--- config.mk ---
export PLATFORM = sky130hd
export DESIGN_NAME = dbg_bridge
export DESIGN_NICKNAME = d
export VERILOG_FILES = /design/src/rtl/dbg_bridge.sv
export SDC_FILE = /design/constraint.sdc
export NUM_CORES = 1
export LEC_CHECK = 0
export ABC_AREA = 1
export CORE_MARGIN = 8
export CORE_UTILIZATION = 45
export CTS_BUF_LIST = sky130_fd_sc_hd__clkbuf_2 sky130_fd_sc_hd__clkbuf_4 sky130_fd_sc_hd__clkbuf_8
export DETAILED_ROUTE_END_ITERATION = 6
export DONT_BUFFER_PORTS = 1
export GPL_ROUTABILITY_DRIVEN = 0
export PLACE_DENSITY = 0.62
export SYNTH_ARGS = -nofsm -noshare
export SYNTH_HDL_FRONTEND = slang
export SYNTH_SLANG_ARGS = --single-unit
export TNS_END_PERCENT = 20
--- constraint.sdc ---
create_clock -name clk -period 1.8 [get_ports clk]
set_clock_uncertainty 0.2 [all_clocks]
set_input_delay 0.36 -clock clk [delete_from_list [all_inputs] [get_ports clk]]
set_output_delay 0.36 -clock clk [all_outputs]
set_load 0.02 [all_outputs]
--- src/rtl/dbg_bridge.sv ---
// dbg_bridge: serial command stream to single read/write cycles on the system bus
module dbg_bridge #(
  parameter int READ_LATENCY = 1
) (
  input  logic        clk,
  input  logic        rst_n,
  input  logic [7:0]  rx_data,
  input  logic        rx_valid,
  output logic        rx_ready,
  output logic [7:0]  tx_data,
  output logic        tx_valid,
  input  logic        tx_ready,
  output logic        bus_req,
  input  logic        bus_gnt,
  output logic [15:0] addr,
  output logic [7:0]  dbw,
  input  logic [7:0]  dbr,
  output logic        we,
  output logic        busy
);
  typedef enum logic [2:0] {IDLE, AHI, ALO, DATA, REQ, ACC, RD, RESP} state_t;
  localparam logic [1:0] LAST = 2'(READ_LATENCY - 1);
  state_t state, state_n;
  logic is_write;
  logic [1:0] cnt;
  logic acc;
  logic known;
  assign acc = rx_valid & rx_ready;
  assign known = (rx_data == 8'h57) | (rx_data == 8'h52);
  assign rx_ready = state inside {IDLE, AHI, ALO, DATA};
  assign bus_req = state inside {REQ, ACC, RD};
  assign tx_valid = state == RESP;
  assign we = (state == ACC) & is_write & bus_gnt;
  assign busy = state != IDLE;
  always_comb begin
    state_n = state;
    case (state)
      IDLE: state_n = acc ? (known ? AHI : RESP) : IDLE;
      AHI:  state_n = acc ? ALO : AHI;
      ALO:  state_n = acc ? (is_write ? DATA : REQ) : ALO;
      DATA: state_n = acc ? REQ : DATA;
      REQ:  state_n = bus_gnt ? ACC : REQ;
      ACC:  state_n = !bus_gnt ? REQ : is_write ? RESP : RD;
      RD:   state_n = !bus_gnt ? REQ : (cnt == LAST) ? RESP : RD;
      RESP: state_n = tx_ready ? IDLE : RESP;
      default: state_n = IDLE;
    endcase
  end
  always_ff @(posedge clk or negedge rst_n) begin
    if (!rst_n) begin
      state    <= IDLE;
      is_write <= 1'b0;
      addr     <= '0;
      dbw      <= '0;
      tx_data  <= '0;
      cnt      <= '0;
    end else begin
      state <= state_n;
      if (state == IDLE && acc) is_write <= rx_data == 8'h57;
      if (state == IDLE && acc && !known) tx_data <= 8'h3F;
      if (state == AHI && acc) addr[15:8] <= rx_data;
      if (state == ALO && acc) addr[7:0] <= rx_data;
      if (state == DATA && acc) dbw <= rx_data;
      if (we) tx_data <= 8'h2E;
      // a lost grant restarts the latency count from the next ACC
      cnt <= (state == RD) ? cnt + 2'd1 : 2'd0;
      if (state == RD && bus_gnt && cnt == LAST) tx_data <= dbr;
    end
  end
endmodule

==> results.ini <==
[status]
status=finished clean

[pwr]
peakVddDrop_mv=0.770
p_leak_nw=0.984
power_density_mw_per_mm2=1800

[drt]
detail-route-antenna-nets=0
detail_route.first_pass.iterations=4
finalWirelength_mm=4.22
first_iter_violations=62
vias=1343
routed_via_density=5.23
post-route-drc-count=0
post_drt_wl_per_cell_um=16.4

[critical_path]
r2r-end=tx_data[5]
crit_type=reg -> out
cp_top_family=flip-flops
critical-path-max-stage-delay_ns=0.46
end_kind=output pin
crit_path_cell_trace=nor2_2, nand3_2, inv_2
r2r_cells=7
ff2ff_setup_slack_ns=0.20
critical_path_arrival_ns=1.20
cp_num_buf_inv=1
r2r_start=state[2]
worstPathMaxFanout=6
startpoint_type=register
required_ns=1.24
slowest_stage=dfrtp_2

[cts]
clk_pin_slew_worst_paths_ns=0.08
cts.sinks=38
cts_buffers=5
h-tree-depth=2
insertion_delay_ns=0.28
cts_tree=yes
cts_buffer_depth=2
root_buffer=clkbuf_8
cts_setup_buffers=0

[placed_design]
dp_cells=245
post-dp-hpwl_mm=3.17
placed_area_mm2=0.00187
port_buffers=0

[floorplanning]
num_rows=23
start_util=0.463
die_h_um=79.7
die_w_um=79.7
top_level_ports=58
coreArea_mm2=0.00394
design.die.area_mm2=0.00635

[layout]
fin_area_mm2=0.00201
finalNonFillerCells=257
layout-drive-gt1-share=0.290
syn_to_final_growth_pct=10.2
nNetsFinal=228
diodes=0
fillers=375

[timing]
finalMaxSlewViolations=0
whs_ns=0.0237
fmax_mhz=568
fin_crit_ns=1.76
setup_viol=0
finalCritPeriodShare=0.977
max_slew.worst_pin.slew_ns=0.367
hold_viol_final=0
rsz0062_at_grt=true
relSlewSlack=0.755

[global_routing]
grt_pass1_wl_mm=7.02
grt.total_usage=0.140
grt_max_degree=39
overflow=0
grt_pass1_vias=1434
antenna_found_initial=0

[synthesis]
syn_nets=218
synth.distinct_cells=23
yosysWarnings=0
syn_area_mm2=0.00183
synth-seq-area-share=0.521
synth_seq_cells=38
syn_inst=196
syn_avg_cell_area_um2=9.32

[min_path]
min_path_cells=2
hold_class=in -> reg
min_to=tx_data[0]
hp-start=dbr[0]

[job]
cap_violations=0

-- final cells by class --
type / instances / area [µm²] / share of cell area
multi-input cells: 129 / 732 / 0.364
clock inverters: 1 / 5.00 / 0.00249
clock buffers: 7 / 90.1 / 0.0447
well taps: 50 / 62.6 / 0.0311
repair buffers: 7 / 72.6 / 0.0360
inverters: 25 / 98.8 / 0.0491
flip-flops and latches: 38 / 952 / 0.473
-- worst max path at each step --
stage               cells past startpoint  slack (ns)    endpoint     start
global placement                        7        0.25  tx_data[3]  state[2]
global route                            3       -0.01          we  state[1]
detailed placement                      7        0.22  tx_data[5]  state[2]
floorplan                               2        0.34     bus_req  state[2]
CTS                                     3       0.007          we  state[1]
finish                                  3        0.04          we  state[1]
-- kinds of logic after synthesis --
| group | after synthesis | share of synthesized area |
|---|---|---|
| AND/OR/NAND/NOR | 97 | 0.257 |
| flip-flops | 38 | 0.521 |
| AO/OA/AOI/OAI | 31 | 0.137 |
| buffers and inverters | 29 | 0.0788 |
| adder cells (fa/ha/maj) | 1 | 0.00685 |
-- power by group --
part	switching, mW	internal, mW
combinational	0.671	0.408
clock	0.283	0.324
sequential	0.710	1.22
total	1.66	1.96
-- Yosys cell counts (all sizes together) --
cell	instances	area, µm²
nand2	62	260
dfrtp	38	951
o21ai	27	225
inv	25	98.8
nor2	15	73.8
nand3	13	92.6
buf	4	45.0
or2	4	25.0
a21oi	2	10.0
nand4	2	12.5
ha	1	12.5
nor3	1	5.00
o211ai	1	7.51
o21a	1	7.51
-- routing by layer --
| metal | track usage | wire [µm] | vias up |
|---|---|---|---|
| met2 | 0.231 | 2130 | 55 |
| li1 | - | - | 636 |
| met4 | 0.0481 | 46 | 0 |
| met1 | 0.154 | 1610 | 646 |
| met3 | 0.0631 | 432 | 6 |
| met5 | 0 | 0 | - |
-- worst register-to-register path: cells and delay by family, from the launching register on --
kind                   cells  cell delay, ns
buffers and inverters      1            0.16
flip-flops                 1            0.45
AND/OR/NAND/NOR            6            0.74
-- metrics by stage --
stage | setup TNS [ns] | util | worst slack [ns] | power [mW]
5_1_grt | -0.0143 | 0.511 | -0.0143 | 3.88
3_3_place_gp | 0 | 0.474 | 0.250 | 2.96
3_5_place_dp | 0 | 0.474 | 0.221 | 3.03
4_1_cts | 0 | 0.510 | 0.00677 | 3.68
6_report | 0 | 0.511 | 0.0408 | 3.62
2_1_floorplan | 0 | - | 0.340 | 2.75
-- sequential cells by signal (all words and copies together) (netlist names) --
name,flops
addr,16
dbw,8
tx_data,8
state,3
cnt,2
is_write,1
-- repair_timing --
action,CTS,global route
pin swaps,0,0
endpoints found under the hold margin,40,0
hold buffers,4,0
setup endpoints to repair,1,2
resized for setup,1,1
-- cell usage in the layout, fill, tap and decap left out, drive strengths merged --
master | Yosys | layout
clkinv | 0 | 1
o21ai | 27 | 27
clkbuf | 0 | 7
nand3 | 13 | 13
ha | 1 | 1
buf | 4 | 4
nor2 | 15 | 15
o21a | 1 | 1
or2 | 4 | 4
nand4 | 2 | 2
a21oi | 2 | 2
nand2 | 62 | 62
dlygate4sd3 | 0 | 3
nor3 | 1 | 1
inv | 25 | 25
o211ai | 1 | 1
dfrtp | 38 | 38
No activity file was read; power rests on OpenSTA's default activity.
